$ cat src/rtl/cpu_mul_sequencer_pkg.sv
// +--------------------------------------------------------------------------+
// | cpu_mul_sequencer_pkg : mul-op encoding, FSM states and result helpers.  |
// | Rev 1.0                                                                  |
// +--------------------------------------------------------------------------+
`default_nettype none

package cpu_mul_sequencer_pkg;

    typedef enum logic [1:0] {
        MUL_OP_MUL    = 2'b00,
        MUL_OP_MULH   = 2'b01,
        MUL_OP_MULHSU = 2'b10,
        MUL_OP_MULHU  = 2'b11
    } mul_op_e;

    typedef logic [2:0] state_t;

    localparam state_t ST_IDLE  = 3'd0;
    localparam state_t ST_ISSUE = 3'd1;
    localparam state_t ST_WAIT  = 3'd2;
    localparam state_t ST_FIXUP = 3'd3;
    localparam state_t ST_DONE  = 3'd4;

    function automatic logic [31:0] select_half(input mul_op_e op, input logic [63:0] prod);
        return (op == MUL_OP_MUL) ? prod[31:0] : prod[63:32];
    endfunction

    // Unsigned high half corrected into signed(op1) x unsigned(op2).
    function automatic logic [31:0] mulhsu_fixup(input logic [31:0] prod_hi,
                                                 input logic [31:0] op1,
                                                 input logic [31:0] op2);
        return prod_hi - (op1[31] ? op2 : 32'd0);
    endfunction

endpackage

`default_nettype wire

$ cat src/rtl/CPU_Multiply.sv
// +--------------------------------------------------------------------------+
// | CPU_Multiply : 32x32 multiplier, product ready four cycles after latch.  |
// | Rev 1.0                                                                  |
// +--------------------------------------------------------------------------+
`default_nettype none

module CPU_Multiply (
    input  logic        i_clock,
    input  logic        i_reset_n,
    input  logic        i_latch,
    input  logic        i_signed,
    input  logic [31:0] i_op1,
    input  logic [31:0] i_op2,
    output logic        o_ready,
    output logic [63:0] o_product
);

    localparam logic [1:0] LAST_CNT = 2'd3;

    logic        busy_q;
    logic        sgn_q;
    logic [1:0]  cnt_q;
    logic [31:0] a_q;
    logic [31:0] b_q;
    logic [63:0] w_a;
    logic [63:0] w_b;

    always_ff @(posedge i_clock or negedge i_reset_n) begin
        if (!i_reset_n) begin
            busy_q <= 1'b0;
            sgn_q  <= 1'b0;
            cnt_q  <= 2'd0;
            a_q    <= 32'd0;
            b_q    <= 32'd0;
        end else if (!busy_q) begin
            if (i_latch) begin
                busy_q <= 1'b1;
                cnt_q  <= 2'd0;
                a_q    <= i_op1;
                b_q    <= i_op2;
                sgn_q  <= i_signed;
            end
        end else if (cnt_q == LAST_CNT) begin
            busy_q <= 1'b0;
        end else begin
            cnt_q <= cnt_q + 2'd1;
        end
    end

    // Sign-extend to 64 bits so the low 64 bits of the product are exact.
    assign w_a       = {{32{sgn_q & a_q[31]}}, a_q};
    assign w_b       = {{32{sgn_q & b_q[31]}}, b_q};
    assign o_product = w_a * w_b;
    assign o_ready   = busy_q && (cnt_q == LAST_CNT);

endmodule

`default_nettype wire

$ cat src/rtl/cpu_mul_sequencer.sv
// +--------------------------------------------------------------------------+
// | cpu_mul_sequencer : two-port arbiter/sequencer around CPU_Multiply.      |
// | Optional result cache: define CPU_MUL_RESULT_CACHE_EN.   Rev 1.0         |
// +--------------------------------------------------------------------------+
`default_nettype none

module cpu_mul_sequencer #(
    parameter int FIXED_PRIORITY = 0
) (
    input  logic        i_clock,
    input  logic        i_reset_n,
    input  logic        i_p0_request,
    input  logic [1:0]  i_p0_op,
    input  logic [31:0] i_p0_op1,
    input  logic [31:0] i_p0_op2,
    input  logic        i_p1_request,
    input  logic [1:0]  i_p1_op,
    input  logic [31:0] i_p1_op1,
    input  logic [31:0] i_p1_op2,
    output logic        o_p0_ready,
    output logic [31:0] o_p0_result,
    output logic        o_p1_ready,
    output logic [31:0] o_p1_result
);

    import cpu_mul_sequencer_pkg::*;

    state_t      state_q, state_d;
    logic        grant_q, grant_d;
    logic        pref_q, pref_d;
    mul_op_e     op_q, op_d;
    logic [31:0] op1_q, op1_d, op2_q, op2_d;
    logic [31:0] prod_hi_q, prod_hi_d;
    logic [31:0] res0_q, res0_d, res1_q, res1_d;

    logic        w_pick, w_any, w_grant_req, w_hit, w_load;
    logic [31:0] w_load_val, w_in_op1, w_in_op2;
    logic [63:0] w_hit_prod, w_mul_product;
    mul_op_e     w_in_op;
    logic        w_latch, w_signed, w_mul_ready;

    assign w_any       = i_p0_request | i_p1_request;
    // The preference pointer only steers contested grants.
    assign w_pick      = (i_p0_request && i_p1_request) ? ((FIXED_PRIORITY != 0) ? 1'b0 : pref_q)
                                                        : i_p1_request;
    assign w_in_op     = w_pick ? mul_op_e'(i_p1_op) : mul_op_e'(i_p0_op);
    assign w_in_op1    = w_pick ? i_p1_op1 : i_p0_op1;
    assign w_in_op2    = w_pick ? i_p1_op2 : i_p0_op2;
    assign w_grant_req = grant_q ? i_p1_request : i_p0_request;

`ifdef CPU_MUL_RESULT_CACHE_EN
    logic        c_valid_q;
    logic        c_sgn_q;
    logic [31:0] c_op1_q, c_op2_q;
    logic [63:0] c_prod_q;

    assign w_hit = c_valid_q && (w_in_op1 == c_op1_q) && (w_in_op2 == c_op2_q) &&
                   ((w_in_op == MUL_OP_MUL) || ((w_in_op == MUL_OP_MULH) == c_sgn_q));
    assign w_hit_prod = c_prod_q;

    always_ff @(posedge i_clock or negedge i_reset_n) begin
        if (!i_reset_n) begin
            c_valid_q <= 1'b0;
            c_sgn_q   <= 1'b0;
            c_op1_q   <= 32'd0;
            c_op2_q   <= 32'd0;
            c_prod_q  <= 64'd0;
        end else if ((state_q == ST_WAIT) && w_mul_ready) begin
            c_valid_q <= 1'b1;
            c_sgn_q   <= (op_q == MUL_OP_MULH);
            c_op1_q   <= op1_q;
            c_op2_q   <= op2_q;
            c_prod_q  <= w_mul_product;
        end
    end
`else
    assign w_hit      = 1'b0;
    assign w_hit_prod = 64'd0;
`endif

    always_comb begin
        state_d    = state_q;
        grant_d    = grant_q;
        pref_d     = pref_q;
        op_d       = op_q;
        op1_d      = op1_q;
        op2_d      = op2_q;
        prod_hi_d  = prod_hi_q;
        res0_d     = res0_q;
        res1_d     = res1_q;
        w_load     = 1'b0;
        w_load_val = 32'd0;
        case (state_q)
            ST_IDLE: if (w_any) begin
                grant_d = w_pick;
                if (i_p0_request && i_p1_request) pref_d = ~w_pick;
                op_d  = w_in_op;
                op1_d = w_in_op1;
                op2_d = w_in_op2;
                if (!w_hit) begin
                    state_d = ST_ISSUE;
                end else if (w_in_op == MUL_OP_MULHSU) begin
                    prod_hi_d = w_hit_prod[63:32];
                    state_d   = ST_FIXUP;
                end else begin
                    w_load     = 1'b1;
                    w_load_val = select_half(w_in_op, w_hit_prod);
                    state_d    = ST_DONE;
                end
            end
            ST_ISSUE: state_d = ST_WAIT;
            ST_WAIT: if (w_mul_ready) begin
                prod_hi_d = w_mul_product[63:32];
                if (op_q == MUL_OP_MULHSU) begin
                    state_d = ST_FIXUP;
                end else begin
                    w_load     = 1'b1;
                    w_load_val = select_half(op_q, w_mul_product);
                    state_d    = ST_DONE;
                end
            end
            ST_FIXUP: begin
                w_load     = 1'b1;
                w_load_val = mulhsu_fixup(prod_hi_q, op1_q, op2_q);
                state_d    = ST_DONE;
            end
            ST_DONE: if (!w_grant_req) state_d = ST_IDLE;
            default: state_d = ST_IDLE;
        endcase
        if (w_load) begin
            if (grant_d) res1_d = w_load_val;
            else         res0_d = w_load_val;
        end
    end

    always_ff @(posedge i_clock or negedge i_reset_n) begin
        if (!i_reset_n) begin
            state_q   <= ST_IDLE;
            grant_q   <= 1'b0;
            pref_q    <= 1'b0;
            op_q      <= MUL_OP_MUL;
            op1_q     <= 32'd0;
            op2_q     <= 32'd0;
            prod_hi_q <= 32'd0;
            res0_q    <= 32'd0;
            res1_q    <= 32'd0;
        end else begin
            state_q   <= state_d;
            grant_q   <= grant_d;
            pref_q    <= pref_d;
            op_q      <= op_d;
            op1_q     <= op1_d;
            op2_q     <= op2_d;
            prod_hi_q <= prod_hi_d;
            res0_q    <= res0_d;
            res1_q    <= res1_d;
        end
    end

    assign w_latch  = (state_q == ST_ISSUE) || (state_q == ST_WAIT);
    assign w_signed = w_latch && (op_q == MUL_OP_MULH);

    CPU_Multiply u_mul (
        .i_clock   (i_clock),
        .i_reset_n (i_reset_n),
        .i_latch   (w_latch),
        .i_signed  (w_signed),
        .i_op1     (op1_q),
        .i_op2     (op2_q),
        .o_ready   (w_mul_ready),
        .o_product (w_mul_product)
    );

    assign o_p0_ready  = (state_q == ST_DONE) && !grant_q;
    assign o_p1_ready  = (state_q == ST_DONE) && grant_q;
    assign o_p0_result = res0_q;
    assign o_p1_result = res1_q;

endmodule

`default_nettype wire
$ cat config.mk
export PLATFORM = sky130hd
export DESIGN_NAME = cpu_mul_sequencer
export DESIGN_NICKNAME = d
export VERILOG_FILES = /design/src/rtl/cpu_mul_sequencer_pkg.sv /design/src/rtl/CPU_Multiply.sv /design/src/rtl/cpu_mul_sequencer.sv
export SDC_FILE = /design/constraint.sdc
export NUM_CORES = 2
export LEC_CHECK = 0
export CORE_MARGIN = 2
export CORE_UTILIZATION = 55
export CTS_BUF_LIST = sky130_fd_sc_hd__clkbuf_4 sky130_fd_sc_hd__clkbuf_8 sky130_fd_sc_hd__clkbuf_16
export CTS_CLUSTER_SIZE = 20
export DETAILED_ROUTE_END_ITERATION = 6
export PLACE_DENSITY = 0.79
export SYNTH_ARGS = -nofsm -noshare
export SYNTH_HDL_FRONTEND = slang
export SYNTH_HIERARCHICAL = 1
export SYNTH_SLANG_ARGS = --single-unit
$ cat constraint.sdc
create_clock -name i_clock -period 15.4 [get_ports i_clock]
set_clock_uncertainty 0.15 [all_clocks]
set_input_delay 3.08 -clock i_clock [delete_from_list [all_inputs] [get_ports i_clock]]
set_output_delay 3.08 -clock i_clock [all_outputs]
set_load 0.01 [all_outputs]
==> results.json <==
{
  "numCtsBuffers": 25,
  "yosysWarnings": 6,
  "synth_top_area_cell": "fa_1",
  "dp_hpwl_mm": 105.8,
  "antenna_found_initial": 7,
  "cts_setup_buffers": 0,
  "holdPathStages": 2,
  "hold_path.class": "reg2reg",
  "ctsHoldBuffers": 0,
  "hold_violations": 0,
  "synth-edff-count": 0,
  "reg2reg_from": "u_mul/sgn_q",
  "worstPathRequired_ps": 15730,
  "synth_top_cells_by_area": "fa_1 45%, dfrtp_1 12%, inv_1 8.4%",
  "die-area_um2": 93410,
  "most-common-layout-cells": "1126 x fa_1, 1115 x inv_1, 944 x nand2_1, 366 x and2_1, 250 x ha_1",
  "fin_area_um2": 53770,
  "synth_cell_type_count": 85,
  "die_h_um": 305.6,
  "cts_tree": "done",
  "num_vias": 37292,
  "cts_resized": 0,
  "setup_viol_count_final": 0,
  "overflow": 0,
  "drt_iter0_drc": 2675,
  "routedWlPerCell_um": 20.07,
  "gp_congestion": 0.9318,
  "synthesis.nets": 6935,
  "worst_pin_slew_ps": 1189,
  "fmaxAchievable_ghz": 0.09721,
  "drc": 0,
  "synthArstFlopShare": 1.000,
  "setup-tns-final_ps": 0,
  "clk_latency_ps": 600,
  "grt_util_all_layers": 0.2948,
  "clockRootBuffer": "clkbuf_16",
  "synth_area_um2": 50040,
  "clk_path_buf_depth": 3,
  "synth-main-ff-cell": "dfrtp_1",
  "ys_seq_area_frac": 0.1175,
  "grt_pass1_wl_mm": 215.6,
  "outcome": "completed",
  "layout_min_cycle_time_ps": 10290,
  "path_clk_slew_ps": 70,
  "r2r_cells": 26,
  "die_x_um": 305.6,
  "critPathKind": "reg2reg",
  "syn_inst": 5423,
  "slew_viol_final": 0,
  "hold_start": "o_p0_result[0]",
  "final_common_cell": "fa_1",
  "grt_pass1_vias": 40461,
  "start_util": 0.5551,
  "rows": 110,
  "syn_avg_cell_area_um2": 9.228,
  "vias_per_cell": 5.647,
  "synth_seq_cells": 235,
  "cts_sinks": 235,
  "htreeDepth": 1,
  "firstDrtPassIters": 7,
  "critPathMaxFanout": 22,
  "portBuffers": 201,
  "place_area_um2": 52870,
  "maxCapViolCount": 0,
  "synthToLayoutAreaGrowth_pct": 7.456,
  "slew_headroom": 0.2075,
  "core_um2": 90150,
  "finalCritPeriodShare": 0.6680,
  "worst_setup_path_end_kind": "register",
  "cp-start-kind": "register",
  "wirelength_mm": 132.5,
  "ios": 202,
  "drive_gt1_frac": 0.04220,
  "synth_top_area_frac": 0.4505,
  "crit_arrival_ps": 10610,
  "rsz0062_at_grt": "false",
  "r2r-end": "o_p1_result[29]",
  "min_to": "o_p0_result[0]",
  "postRouteAntennaNets": 0,
  "grt_max_degree": 112,
  "nNetsFinal": 6920,
  "rrSetupSlack_ps": 5110
}
==> critical path: stages (launching register included) <==
cell and delay, ps:
dfrtp_1 940, and2_1 600, nand2_1 170, inv_1 170, fa_1 490, fa_1 570
fa_1 640, inv_1 290, fa_1 1130, inv_1 240, fa_1 510, fa_1 540
inv_1 50, fa_1 470, inv_1 50, fa_1 440, ha_1 350, and3_1 220
and2_1 190, and3_1 220, a221oi_4 400, a2111o_1 210, o311ai_2 120, a22oi_1 370
nor3_1 90, a2111oi_0 410, nand2_1 100
==> layer usage <==
metal  vias up  global-route usage  share of wire
met4         4              0.1246          0.049
met1     19221              0.3721           0.37
met5         -                   0        0.00020
met2      1577              0.5099           0.51
li1      16123                   -              -
met3       367             0.04160          0.073
==> per-stage QoR <==
| stage | worst slack, ps | util | instances | hold WS, ps |
|---|---|---|---|---|
| 2_1_floorplan | 6900 | - | 5423 | 293.6 |
| 3_3_place_gp | 5442 | 0.5865 | 6557 | 310.8 |
| 3_5_place_dp | 5275 | 0.5865 | 6557 | 317.8 |
| 6_report | 5113 | 0.5965 | 6604 | 330.0 |
| 5_1_grt | 4590 | 0.5965 | 6603 | 352.3 |
| 4_1_cts | 5230 | 0.5965 | 6603 | 332.7 |
==> worst max path at each step <==
| stage | startpoint | endpoint |
|---|---|---|
| 6_report | u_mul/sgn_q | o_p1_result[29] |
| 5_1_grt | u_mul/sgn_q | o_p1_result[29] |
| 4_1_cts | u_mul/sgn_q | o_p1_result[29] |
| 3_5_place_dp | u_mul/sgn_q | o_p1_result[29] |
| 3_3_place_gp | u_mul/sgn_q | o_p1_result[29] |
| 2_1_floorplan | u_mul/a_q[31] | o_p1_result[29] |
==> cells by family (layout without fill, tap and decap cells) <==
group / Yosys count / count (layout) / synth area share
and+or+nand+nor: 1654 / 1654 / 0.1502
muxes: 148 / 148 / 0.03130
AOI/OAI and AO/OA: 480 / 480 / 0.06246
xor gates and xnor gates: 97 / 97 / 0.01698
other: 0 / 1 / 0
buffers and inverters: 1433 / 1437 / 0.1086
adders and majority gates: 1376 / 1376 / 0.5130
DFF: 235 / 235 / 0.1175
==> registers in the layout (all words and copies together), names as in the netlist <==
name / count
grant_q: 1
u_mul/b_q: 32
u_mul/busy_q: 1
state_q: 3
op1_q: 32
u_mul/cnt_q: 2
o_p0_result: 32
op_q: 2
prod_hi_q: 32
u_mul/sgn_q: 1
op2_q: 32
u_mul/a_q: 32
o_p1_result: 32
pref_q: 1
==> Yosys cell counts (6+ instances only) <==
master	n
a211oi_1	7
a21o_1	36
a21oi_1	173
a221oi_1	7
a22o_1	12
a22oi_1	23
a31oi_1	13
a41oi_1	6
and2_1	366
and3_1	33
buf_1	11
buf_2	18
clkbuf_1	283
dfrtp_1	235
fa_1	1126
ha_1	250
inv_1	1115
mux2_2	68
mux2i_1	80
nand2_1	944
nand2b_1	13
nand3_1	17
nand4_1	23
nor2_1	187
nor2b_1	14
nor3_1	27
o211ai_1	8
o21a_1	10
o21ai_0	88
o21bai_1	18
o221ai_1	16
o31ai_1	9
or2_2	8
xnor2_1	72
xor2_1	25
==> area by class of cell <==
cell class | instances | area, µm²
multi-input cells | 3755 | 38750
fillers | 7457 | 36380
flip-flops and latches | 235 | 5882
inverters | 1115 | 4185
repair buffers | 276 | 2580
well taps | 1176 | 1471
clock buffers | 34 | 724.4
clock inverters | 12 | 172.7
diodes | 1 | 2.502
Power is not shown: default switching activity piles up to over one toggle a cycle in this logic, so the estimate is an artifact.
